`config.mk`:
```
export PLATFORM = sky130hd
export DESIGN_NAME = mem_arbiter
export DESIGN_NICKNAME = d
export VERILOG_FILES = /design/src/rtl/mem_arbiter_pkg.sv /design/src/rtl/mem_arbiter_rr_arb2.sv /design/src/rtl/mem_arbiter.sv
export SDC_FILE = /design/constraint.sdc
export NUM_CORES = 1
export LEC_CHECK = 0
export CORE_MARGIN = 1
export CORE_UTILIZATION = 50
export DETAILED_ROUTE_END_ITERATION = 10
export DONT_BUFFER_PORTS = 1
export GPL_ROUTABILITY_DRIVEN = 0
export SLEW_MARGIN = 20
export SYNTH_ARGS = -nofsm -noshare
export SYNTH_HDL_FRONTEND = slang
export SYNTH_SLANG_ARGS = --single-unit
export TNS_END_PERCENT = 50
```
`constraint.sdc`:
```
create_clock -name clock -period 2.01 [get_ports clock]
set_clock_uncertainty 0.15 [all_clocks]
set_input_delay 0.402 -clock clock [delete_from_list [all_inputs] [get_ports clock]]
set_output_delay 0.402 -clock clock [all_outputs]
set_load 0.05 [all_outputs]
```
`src/rtl/mem_arbiter_pkg.sv`:
```
// Shared widths, requester IDs and small helpers for the two-port memory arbiter.
package mem_arbiter_pkg;

    localparam int ADDR_W_DEF = 12;
    localparam int DATA_W_DEF = 32;
    localparam int N_REQ      = 2;

    typedef enum logic {
        REQ_CPU = 1'b0,
        REQ_VID = 1'b1
    } req_id_t;

    localparam logic [3:0] WAIT_MAX = 4'd15;

    function automatic logic [3:0] sat_inc(input logic [3:0] v);
        return (v == WAIT_MAX) ? v : v + 4'd1;
    endfunction

endpackage

```
`src/rtl/mem_arbiter_rr_arb2.sv`:
```
// Two-way round-robin grant: a lone requester always wins, a tie goes to the one not served last.
module rr_arb2
    import mem_arbiter_pkg::*;
(
    input  logic [N_REQ-1:0] req,
    input  logic             last_vid,
    output logic [N_REQ-1:0] gnt
);

    always_comb begin
        gnt = '0;
        if (req[REQ_CPU] && (!req[REQ_VID] || last_vid)) begin
            gnt[REQ_CPU] = 1'b1;
        end else if (req[REQ_VID]) begin
            gnt[REQ_VID] = 1'b1;
        end
    end

endmodule

```
`src/rtl/mem_arbiter.sv`:
```
// Shares one registered-read single-port RAM between a CPU (read/write) and a display (read-only) port.
module mem_arbiter
    import mem_arbiter_pkg::*;
#(
    parameter int ADDR_W = ADDR_W_DEF,
    parameter int DATA_W = DATA_W_DEF
) (
    input  logic              clock,
    input  logic              reset,
    input  logic              cpu_req,
    input  logic              cpu_wren,
    input  logic [ADDR_W-1:0] cpu_addr,
    input  logic [DATA_W-1:0] cpu_data,
    output logic              cpu_gnt,
    output logic              cpu_valid,
    output logic [DATA_W-1:0] cpu_q,
    input  logic              vid_req,
    input  logic [ADDR_W-1:0] vid_addr,
    output logic              vid_gnt,
    output logic              vid_valid,
    output logic [DATA_W-1:0] vid_q,
    output logic              ram_wEn,
    output logic [ADDR_W-1:0] ram_addr,
    output logic [DATA_W-1:0] ram_dataIn,
    input  logic [DATA_W-1:0] ram_dataOut
);

    // Handshake: a requester holds req/addr/data until it sees gnt in the same cycle;
    // that cycle is the RAM access. valid pulses exactly one cycle later, with *_q
    // carrying the read word (writes pulse valid but leave *_q alone).
    logic [N_REQ-1:0]  req;
    logic [N_REQ-1:0]  arb_gnt;
    logic [N_REQ-1:0]  gnt;
    logic [N_REQ-1:0]  valid_r;
    logic              last_vid;
    logic              cpu_rd_r;
    logic [DATA_W-1:0] cpu_q_r;
    logic [DATA_W-1:0] vid_q_r;
    logic [3:0]        cpu_wait;
    logic [3:0]        vid_wait;

    assign req = {vid_req, cpu_req};

    rr_arb2 u_arb (
        .req      (req),
        .last_vid (last_vid),
        .gnt      (arb_gnt)
    );

    // Reset masks everything combinationally so a grant or a pending valid in the reset cycle vanishes.
    assign gnt        = reset ? '0 : arb_gnt;
    assign cpu_gnt    = gnt[REQ_CPU];
    assign vid_gnt    = gnt[REQ_VID];
    assign ram_wEn    = cpu_gnt & cpu_wren;
    assign ram_addr   = cpu_gnt ? cpu_addr : (vid_gnt ? vid_addr : '0);
    assign ram_dataIn = cpu_gnt ? cpu_data : '0;

    assign cpu_valid = valid_r[REQ_CPU] & ~reset;
    assign vid_valid = valid_r[REQ_VID] & ~reset;
    assign cpu_q     = reset ? '0 : ((cpu_valid && cpu_rd_r) ? ram_dataOut : cpu_q_r);
    assign vid_q     = reset ? '0 : (vid_valid ? ram_dataOut : vid_q_r);

    always_ff @(posedge clock) begin
        if (reset) begin
            last_vid <= 1'b1;
            valid_r  <= '0;
            cpu_rd_r <= 1'b0;
            cpu_q_r  <= '0;
            vid_q_r  <= '0;
        end else begin
            if (|gnt) begin
                last_vid <= gnt[REQ_VID];
            end
            valid_r  <= gnt;
            cpu_rd_r <= cpu_gnt & ~cpu_wren;
            cpu_q_r  <= cpu_q;
            vid_q_r  <= vid_q;
        end
    end

    // Wait counters only exist to bound starvation; an idle requester is not waiting.
    always_ff @(posedge clock) begin
        if (reset || !cpu_req || cpu_gnt) begin
            cpu_wait <= 4'd0;
        end else begin
            cpu_wait <= sat_inc(cpu_wait);
        end
        if (reset || !vid_req || vid_gnt) begin
            vid_wait <= 4'd0;
        end else begin
            vid_wait <= sat_inc(vid_wait);
        end
        if (!reset) begin
            assert (cpu_wait <= 4'd1 && vid_wait <= 4'd1);
        end
    end

endmodule

```
==> results.toml, run 1 <==
[yosys]
ys_seq_area_share_pct = 44.1
syn-instance-count = 397
syn_area_sq_um = 3090
syn_area_per_cell_sq_um = 7.78
synth_cell_types = 16
syn-num-nets = 490
ys_ff_latch = 68
synth_warnings = 0

[clocking]
numCtsBuffers = 9
h-tree-depth = 3
cts_buffer_depth = 2
root_buffer = "clkbuf_8"
cts.sinks = 68

[sta]
grt-worst-endpoint = "ram_dataIn[26]"
endpoint_type = "top-level output"

[floorplan]
die-height_microns = 80.6
initial_core_util_pct = 51.9
rows = 28
ios = 206
die_x_microns = 80.6

[run_status]
status = "stopped before the end"
haltStage = "5_1_grt"
stop_error = "[ERROR GRT-0232] Routing congestion too high. Check the congestion heatmap in the GUI."

[placement]
dp_hpwl_mm = 7.01
io_buffers = 0

[grt]
grt-ovfl-total = 97
grt_max_degree = 84
grt_use_total_pct = 81.5
-- synthesized netlist by cell type --
cell type | count | area share [%]
nor2_1 | 76 | 9.2
dfxtp_1 | 68 | 44
nand2_1 | 66 | 8.0
a21oi_1 | 64 | 10
and2_1 | 34 | 6.9
mux2i_1 | 32 | 10
clkbuf_1 | 21 | 2.6
a32oi_1 | 12 | 3.4
buf_2 | 10 | 1.6
nor2b_1 | 5 | 1.0
buf_4 | 3 | 0.73
and3b_1 | 2 | 0.57
a21boi_2 | 1 | 0.36
nand2b_1 | 1 | 0.20
nand2b_4 | 1 | 0.45
o21ai_0 | 1 | 0.16
-- kinds of logic after synthesis --
logic type	Yosys count	synth area share (%)
AOI/OAI and AO/OA	78	14.3
and+or+nand+nor	185	26.4
DFF	68	44.1
buffers and inverters	34	4.90
muxes	32	10.4
-- through the flow --
stage | TNS (ns) | utilization [%] | setup slack, ns | cell area [sq um] | std cells
after detailed placement | 0 | 79.2 | 0.127 | 4720 | 560
after CTS | -3.31 | 88.0 | -0.114 | 5240 | 586
after global placement | 0 | 79.2 | 0.186 | 4720 | 560
after floorplan | -3.39 | - | -0.148 | 3160 | 397
-- metal layers --
layer  overflow  GRT usage, %
met1          0          77.1
met2         53           102
met3          0          58.6
met4         44           101
met5          0          4.55
-- timing repair --
item                                    CTS
endpoints found under the setup margin   76
pin swaps                                31
setup buffers                             4
hold endpoints to repair                 66
cloned                                    4
hold buffers                              2
gates resized for setup                  61
==> run 2: changes to the inputs <==
Settings changed: CORE_UTILIZATION 50 to 35, PLACE_DENSITY_LB_ADDON set to 0.15.
==> run 2 against run 1 <==
Against the previous run:
- the flow now finishes, with violations (setup timing)
- synthesized cell count did not move
- synthesized area did not move
==> results.toml, run 2 <==
[yosys]
synthArstFlopShare_pct = 0
netlist_top_cells_count = "76 x nor2_1, 68 x dfxtp_1, 66 x nand2_1, 64 x a21oi_1, 34 x and2_1"
syn-num-nets = 490
synth_flop_cell = "dfxtp_1"
ys_ff_latch = 68
synth_most_common_cell = "nor2_1"
synth_area_leaders = "dfxtp_1 44%, a21oi_1 10%, mux2i_1 10%"
synth_edf_count = 0
synth_warnings = 0
syn_area_per_cell_sq_um = 7.78
ys_seq_area_share_pct = 44.1
synth_area_leader_cell = "dfxtp_1"
syn_area_sq_um = 3090
synth_cell_types = 16
synth_top_area_share_pct = 44.1
syn-instance-count = 397

[cells_and_area]
fin_cells = 618
nFillCells = 652
area_growth_pct = 83.8
drive_gt1_share_pct = 47.0
fin_nets = 601
layout_commonest_cell = "nor2_1"
reg_top3 = "cpu_q_r: 32 flops, vid_q_r: 32 flops, valid_r: 2 flops"
final_cell_mix = "73 x nor2_1, 64 x dfxtp_1, 61 x nand2_1"
n_antenna_cell = 0

[clocking]
h-tree-depth = 3
cts_buffer_depth = 2
cts_tree = "built"
clock_latency_ns = 0.33
root_buffer = "clkbuf_8"
cts.sinks = 68
numCtsBuffers = 9
clkTransAtPathRegs_ns = 0.08

[run_status]
status = "finished with violations"
violations = "setup timing"

[routing]
dr.first_iter.drc_count = 110
drc_errors = 0
first_pass_iters = 4
num_vias = 3222
avgViaCountPerCell = 5.21
ant_nets = 0
routed_wl_mm = 11.0
routedWlPerCell_microns = 17.7

[sta]
whs_ns = 0.0636
setup_violations = 72
fin_crit_ns = 2.12
rsz0062_at_grt = "true"
fin_crit_sh_pct = 105
setup_tns_ns = -3.40
slew_viol_final = 0
max_freq_mhz = 472
hold_viol_final = 0
tightest_slew_ns = 0.246
relSlewSlack_pct = 83.1
setup_ws_ns = -0.107

[floorplan]
initial_core_util_pct = 36.9
rows = 33
dieArea_sq_um = 9210
die-height_microns = 96.0
fp.coreArea_sq_um = 8380
ios = 206
die_x_microns = 96.0

[setup_path]
crit_type = "register to output port"
worst-r2r-cell-count = 5
cp.required_ns = 1.46
cp-start-kind = "register"
arrival_ns = 1.57
crit_fanout = 7
worstSetupEndpointType = "output port"

[grt]
grt_pass1_vias = 2826
antenna_found_initial = 0
grt-ovfl-total = 0
grt_first_pass_wirelength_mm = 14.3
grt_max_degree = 84
grt_use_total_pct = 20.7

[pwr]
powerDensity_nw_per_um2 = 618
switchingPower_mw = 1.04
combPwrFrac_pct = 24.9
swShare_pct = 29.6
pwr-share-seq_pct = 40.0
p_leak_nw = 2.21
clockPowerShare_pct = 35.2
p_int_mw = 2.47
ir_drop_mv = 0.454

[hold_path]
holdPathStages = 2
min_path_type = "input port to register"

[placement]
dpl.cell_count = 588
dp_hpwl_mm = 6.50
io_buffers = 0

[job]
cap_violations = 0
==> run 2: cell counts after synthesis <==
Identical to the previous run, type by type.
==> run 2: path summary, 6_finish.rpt <==
check	from	endpoint	slack [ns]
worst min register to register	vid_q_r[31]$_SDFF_PP0_	vid_q_r[31]$_SDFF_PP0_	0.34
worst max register to register	last_vid$_SDFFE_PP1P_	cpu_rd_r$_SDFF_PP0_	0.64
worst min-delay path	ram_dataOut[6]	cpu_q_r[6]$_SDFF_PP0_	0.06
worst max-delay path	last_vid$_SDFFE_PP1P_	ram_dataIn[6]	-0.11
==> run 2: area by class of cell <==
type | instances | area, sq um | share of cell area (%)
timing repair buffer | 134 | 2040 | 36.0
multi-input combinational | 295 | 1910 | 33.7
sequential | 68 | 1370 | 24.1
tap | 105 | 131 | 2.31
clock buffer | 9 | 124 | 2.18
clock inverter | 7 | 98.8 | 1.74
==> run 2: layer usage <==
| metal | global-route usage (%) | wire, microns |
|---|---|---|
| met5 | 0 | 0 |
| met4 | 6.22 | 134 |
| met3 | 8.53 | 1070 |
| met2 | 35.9 | 5610 |
| met1 | 23.0 | 4150 |
==> run 2: cells by family (layout without fill, tap and decap cells) <==
| logic type | after synthesis | after routing | share of synthesized area, % |
|---|---|---|---|
| multiplexers | 32 | 32 | 10.4 |
| AND/OR/NAND/NOR | 185 | 185 | 26.4 |
| AO/OA/AOI/OAI | 78 | 78 | 14.3 |
| flip-flops | 68 | 68 | 44.1 |
| buffers and inverters | 34 | 150 | 4.90 |
==> run 2: power by group through the flow <==
stage	clock network, mW	logic [mW]	registers [mW]
2_1_floorplan	0	0.499	1.42
3_3_place_gp	0	0.708	1.43
3_5_place_dp	0	0.715	1.43
4_1_cts	1.28	0.760	1.40
5_1_grt	1.33	0.910	1.41
6_report	1.23	0.872	1.40
==> run 2: per-stage QoR <==
| stage | power [mW] | setup WS [ns] | instance area (sq um) | util [%] |
|---|---|---|---|---|
| floorplan | 1.92 | -0.148 | 3160 | - |
| global placement | 2.13 | 0.250 | 4730 | 56.4 |
| detailed placement | 2.14 | 0.227 | 4730 | 56.4 |
| CTS | 3.43 | -0.100 | 5110 | 61.0 |
| global route | 3.64 | -0.166 | 5680 | 67.7 |
| finish | 3.51 | -0.107 | 5680 | 67.7 |
==> run 2: what timing repair did <==
action	4_1_cts	5_1_grt
cloned	1	9
hold endpoints to repair	66	0
endpoints found under the setup margin	107	110
hold buffers	2	0
resized for setup	30	102
buffers inserted	0	2
pin swaps	1	36
==> run 2: worst max-delay path, stage by stage (launching register included) <==
cell       delay [ns]
dfxtp_2          0.33
nand2b_4         0.11
and3b_4          0.32
clkbuf_16        0.19
and2_4           0.15
buf_12           0.13
No activity file was read; power rests on OpenSTA's default activity.
==> run 3: changes to the inputs <==
--- a/config.mk
+++ b/config.mk
@@ -16,3 +16,2 @@
 export SYNTH_HDL_FRONTEND = slang
 export SYNTH_SLANG_ARGS = --single-unit
-export TNS_END_PERCENT = 50
--- a/constraint.sdc
+++ b/constraint.sdc
@@ -3,3 +3,3 @@
 set_input_delay 0.402 -clock clock [delete_from_list [all_inputs] [get_ports clock]]
 set_output_delay 0.402 -clock clock [all_outputs]
-set_load 0.05 [all_outputs]
+set_load 0.02 [all_outputs]
==> run 3 against run 2 <==
Against the previous run:
- the run now ends clean
- maximum frequency rose by 5.7%
- clock power fell by 5%
- first-iteration DRC count shrank 32%
- worst setup slack improved by 0.11 ns
- non-clock buffer count down 66
- total power fell by 15%
- critical path type unchanged
- critical endpoint is now ram_dataIn[5]
- highest routed layer unchanged
==> results.toml, run 3 (synthesis results as in run 2) <==
[setup_path]
max_stage_delay_ns = 0.36
crit_slowest_cell = "dfxtp_4"
path_cells = "nand2b_4 > and3b_1 > buf_12 > and2_2"
cp.required_ns = 1.46
arrival_ns = 1.45
path_delay_family = "simple AND/OR/NAND/NOR gates"
worst-r2r-setup-slack_ns = 0.71
crit_fanout = 35
crit_type = "register to output port"
crit_buf_inv = 1
cp-start-kind = "register"
worst-r2r-cell-count = 4
reg2reg_from = "last_vid$_SDFFE_PP1P_"
worstSetupEndpointType = "output port"
reg2reg_to = "cpu_rd_r$_SDFF_PP0_"

[placement]
dp_hpwl_mm = 5.52
post_dp_cell_area_sq_um = 3560
place_worst_setup_slack_ns = 0.235
dpl.cell_count = 531
io_buffers = 0

[floorplan]
dieArea_sq_um = 9210
fp.coreArea_sq_um = 8380
ios = 206
die_x_microns = 96.0
die-height_microns = 96.0
rows = 33
initial_core_util_pct = 36.9

[sta]
setup_violations = 0
whs_ns = 0.0325
fin_crit_ns = 2.00
slew_viol_final = 0
fin_crit_sh_pct = 99.7
rsz0062_at_grt = "true"
max_freq_mhz = 499
hold_viol_final = 0
setup_ws_ns = 0.00625
tightest_slew_ns = 0.471
relSlewSlack_pct = 68.6

[cells_and_area]
fin_nets = 535
n_antenna_cell = 0
drive_gt1_share_pct = 42.7
final_area_sq_um = 4270
fin_cells = 552
layout_commonest_cell = "dfxtp_1"
nFillCells = 837
area_growth_pct = 38.1
final_cell_mix = "64 x dfxtp_1, 56 x nand2_1, 55 x nor2_1"
reg_top3 = "cpu_q_r: 32 flops, vid_q_r: 32 flops, valid_r: 2 flops"

[clocking]
cts.sinks = 68
root_buffer = "clkbuf_8"
clock_latency_ns = 0.33
clkTransAtPathRegs_ns = 0.06
cts_buffer_depth = 2
h-tree-depth = 3
cts_setup_buffers = 0
numCtsBuffers = 9
cts_tree = "built"

[pwr]
p_leak_nw = 1.63
powerDensity_nw_per_um2 = 701
ir_drop_mv = 0.294

[grt]
grt_max_degree = 84
grt_use_total_pct = 17.6
grt-ovfl-total = 0
grt_pass1_vias = 2392
grt_first_pass_wirelength_mm = 12.2
antenna_found_initial = 0

[routing]
num_vias = 2813
routed_wl_mm = 8.77
dr.first_iter.drc_count = 75
drc_errors = 0
ant_nets = 0
routedWlPerCell_microns = 15.9
first_pass_iters = 4
avgViaCountPerCell = 5.10

[job]
cap_violations = 0

[hold_path]
hold_path_end = "last_vid$_SDFFE_PP1P_"
hp-start = "reset"
min_path_type = "input port to register"
holdPathStages = 1

[run_status]
status = "finished clean"
[run 3: cell types whose count changed in the layout (fill, tap and decap cells not counted), moves of 17 or more]
cell | previous run | this run
nor2_2 | 3 | 21
buf_6 | 48 | 21
nor2_1 | 73 | 55
and2_4 | 34 | 2
buf_4 | 20 | 37
buf_12 | 56 | 3
and2_2 | 0 | 32
[run 3: worst reg2reg max path, delay by kind of cell (launching register included)]
family | cells | cell delay (ns)
AND/OR/NAND/NOR | 3 | 0.52
buffers and inverters | 1 | 0.18
flip-flops | 1 | 0.37
[run 3: worst max path at each step]
stage	depth (start not counted)	slack (ns)	endpoint	from
6_report	4	0.006	ram_dataIn[5]	last_vid$_SDFFE_PP1P_
2_1_floorplan	5	0.27	cpu_q[10]	valid_r[0]$_SDFF_PP0_
5_1_grt	4	-0.06	ram_dataIn[5]	last_vid$_SDFFE_PP1P_
3_3_place_gp	4	0.28	ram_addr[11]	vid_req
3_5_place_dp	4	0.23	ram_addr[6]	vid_req
4_1_cts	3	0.002	vid_q[21]	valid_r[1]$_SDFF_PP0_
[run 3: cell type report]
class                      instances  area, sq um  share of cell area, %
clock buffer                      11          151                   3.55
clock inverter                     5         60.1                   1.41
sequential                        68         1370                   32.1
tap                              105          131                   3.08
timing repair buffer              68          687                   16.1
multi-input combinational        295         1870                   43.8
[run 3: routing by layer]
metal  GRT usage, %  wire (microns)
met5              0               0
met2           26.1            3900
met1           23.7            4120
met3           5.77             638
met4           6.34             102
[run 3: what timing repair did]
| item | CTS | global route |
|---|---|---|
| hold buffers | 2 | 0 |
| cloned | 1 | 2 |
| resized for setup | 54 | 91 |
| hold endpoints to repair | 66 | 0 |
| setup endpoints to repair | 78 | 103 |
| pin swaps | 0 | 12 |
[run 3: stage by stage]
stage          setup TNS [ns]  power (mW)  utilization [%]
2_1_floorplan               0        1.73                -
3_3_place_gp                0        1.77             42.4
3_5_place_dp                0        1.77             42.4
4_1_cts                     0        3.00             46.6
5_1_grt                 -2.35        3.13             50.9
6_report                    0        2.99             50.9
[run 3: power breakdown]
part           internal, mW  switching [mW]  total (mW)
Sequential             1.38          0.0137        1.40
Clock                 0.643           0.532        1.17
Combinational         0.163           0.255       0.419
Total                  2.19           0.801        2.99
==> run 4: changes to the inputs <==
Settings changed: GPL_ROUTABILITY_DRIVEN 0 to unset.
Clock period 2.01 ns to 2.2 ns, I/O delays scaled along.
==> run 4 against run 3 <==
Against the previous run:
- combinational power shrank 28%
- largest power group unchanged
- design area shrank 13%
- via count shrank 4.4%
- non-clock buffer count shrank 21
- highest routed layer unchanged
==> results.toml, run 4 (synthesis results as in run 2) <==
[run_status]
status = "finished clean"

[setup_path]
crit_fanout = 35
crit_type = "register to output port"
worst-r2r-cell-count = 5
arrival_ns = 1.51
worstSetupEndpointType = "output port"
cp-start-kind = "register"
cp.required_ns = 1.61

[pwr]
p_leak_nw = 1.45
combPwrFrac_pct = 11.0
clockPowerShare_pct = 42.2
pwr-share-seq_pct = 46.8
fin_total_pwr_mw = 2.73
swShare_pct = 25.2
powerDensity_nw_per_um2 = 733
p_int_mw = 2.04
ir_drop_mv = 0.404
switchingPower_mw = 0.687

[routing]
avgViaCountPerCell = 5.07
num_vias = 2690
drc_errors = 0
dr.first_iter.drc_count = 83
ant_nets = 0
routed_wl_mm = 7.76
routedWlPerCell_microns = 14.6
first_pass_iters = 4

[sta]
fin_crit_ns = 2.10
max_freq_mhz = 476
rsz0062_at_grt = "true"
tightest_slew_ns = 0.466
hold_viol_final = 0
slew_viol_final = 0
fin_crit_sh_pct = 95.6
setup_violations = 0
whs_ns = 0.0443
setup_tns_ns = 0
relSlewSlack_pct = 68.9

[floorplan]
die_x_microns = 96.0
initial_core_util_pct = 36.9
fp.coreArea_sq_um = 8380
rows = 33
die-height_microns = 96.0
dieArea_sq_um = 9210
ios = 206

[cells_and_area]
layout_commonest_cell = "nor2_1"
final_area_sq_um = 3720
fin_nets = 514
final_cell_mix = "71 x nor2_1, 67 x dfxtp_1, 66 x nand2_1"
drive_gt1_share_pct = 24.2
n_antenna_cell = 0
reg_top3 = "cpu_q_r: 32 flops, vid_q_r: 32 flops, valid_r: 2 flops"
area_growth_pct = 20.3
nFillCells = 878

[clocking]
h-tree-depth = 3
cts_buffer_depth = 2
clock_latency_ns = 0.33
cts.sinks = 68
clkTransAtPathRegs_ns = 0.07
root_buffer = "clkbuf_8"
cts_tree = "built"
numCtsBuffers = 9

[placement]
gp_congestion = 0.815
io_buffers = 0
dp_hpwl_mm = 5.33
post_dp_cell_area_sq_um = 3380

[grt]
grt_use_total_pct = 15.5
grt_pass1_vias = 2160
grt-ovfl-total = 0
grt_first_pass_wirelength_mm = 10.8
grt_max_degree = 148
antenna_found_initial = 0

[hold_path]
min_path_type = "input port to register"
holdPathStages = 1

[job]
cap_violations = 0
[run 4: per-layer routing]
layer / share of wire [%] / track usage [%] / vias up
li1: - / - / 1358
met1: 48 / 21.7 / 1216
met2: 43 / 21.7 / 108
met3: 8.3 / 5.77 / 8
met4: 0.94 / 4.85 / 0
met5: 0 / 0 / -
[run 4: worst paths after layout]
check | startpoint | slack [ns] | end
hold reg to reg | cpu_q_r[19]$_SDFF_PP0_ | 0.31 | cpu_q_r[19]$_SDFF_PP0_
hold / removal | cpu_wren | 0.04 | cpu_rd_r$_SDFF_PP0_
setup / recovery | last_vid$_SDFFE_PP1P_ | 0.1 | ram_dataIn[9]
setup reg to reg | valid_r[0]$_SDFF_PP0_ | 0.54 | cpu_q_r[27]$_SDFF_PP0_
[run 4: timing repair]
action	CTS	global route
endpoints found under the hold margin	0	2
hold buffers	0	1
pin swaps	0	0
endpoints found under the setup margin	33	41
gates resized for setup	35	6
setup buffers	0	5
[run 4: final cells by class]
| type | count | area, sq um | area share [%] |
|---|---|---|---|
| clock buffer | 10 | 138 | 3.70 |
| sequential | 68 | 1360 | 36.7 |
| tap | 105 | 131 | 3.54 |
| timing repair buffer | 47 | 368 | 9.90 |
| multi-input combinational | 295 | 1630 | 43.9 |
| clock inverter | 6 | 86.3 | 2.32 |
[run 4: worst max-delay path, cell delays in order (launching register included)]
cell and delay, ns:
dfxtp_1 0.38, nand2b_4 0.18, and3b_1 0.21, buf_12 0.18
and2_2 0.23
[run 4: per-stage QoR]
stage	std cells	worst slack (ns)	util, %
final	531	0.0972	44.3
after floorplan	397	0.408	-
after CTS	525	0.00213	43.6
after detailed placement	509	0.280	40.3
after global placement	509	0.316	40.3
after global routing	531	-0.0230	44.3
[run 4: power by group through the flow]
stage                     sequential [mW]  combinational, mW  clock [mW]
final                                1.27              0.301        1.15
after global routing                 1.28              0.326        1.23
after CTS                            1.27              0.293        1.20
after detailed placement             1.30              0.284           0
after global placement               1.30              0.281           0
after floorplan                      1.30              0.284           0
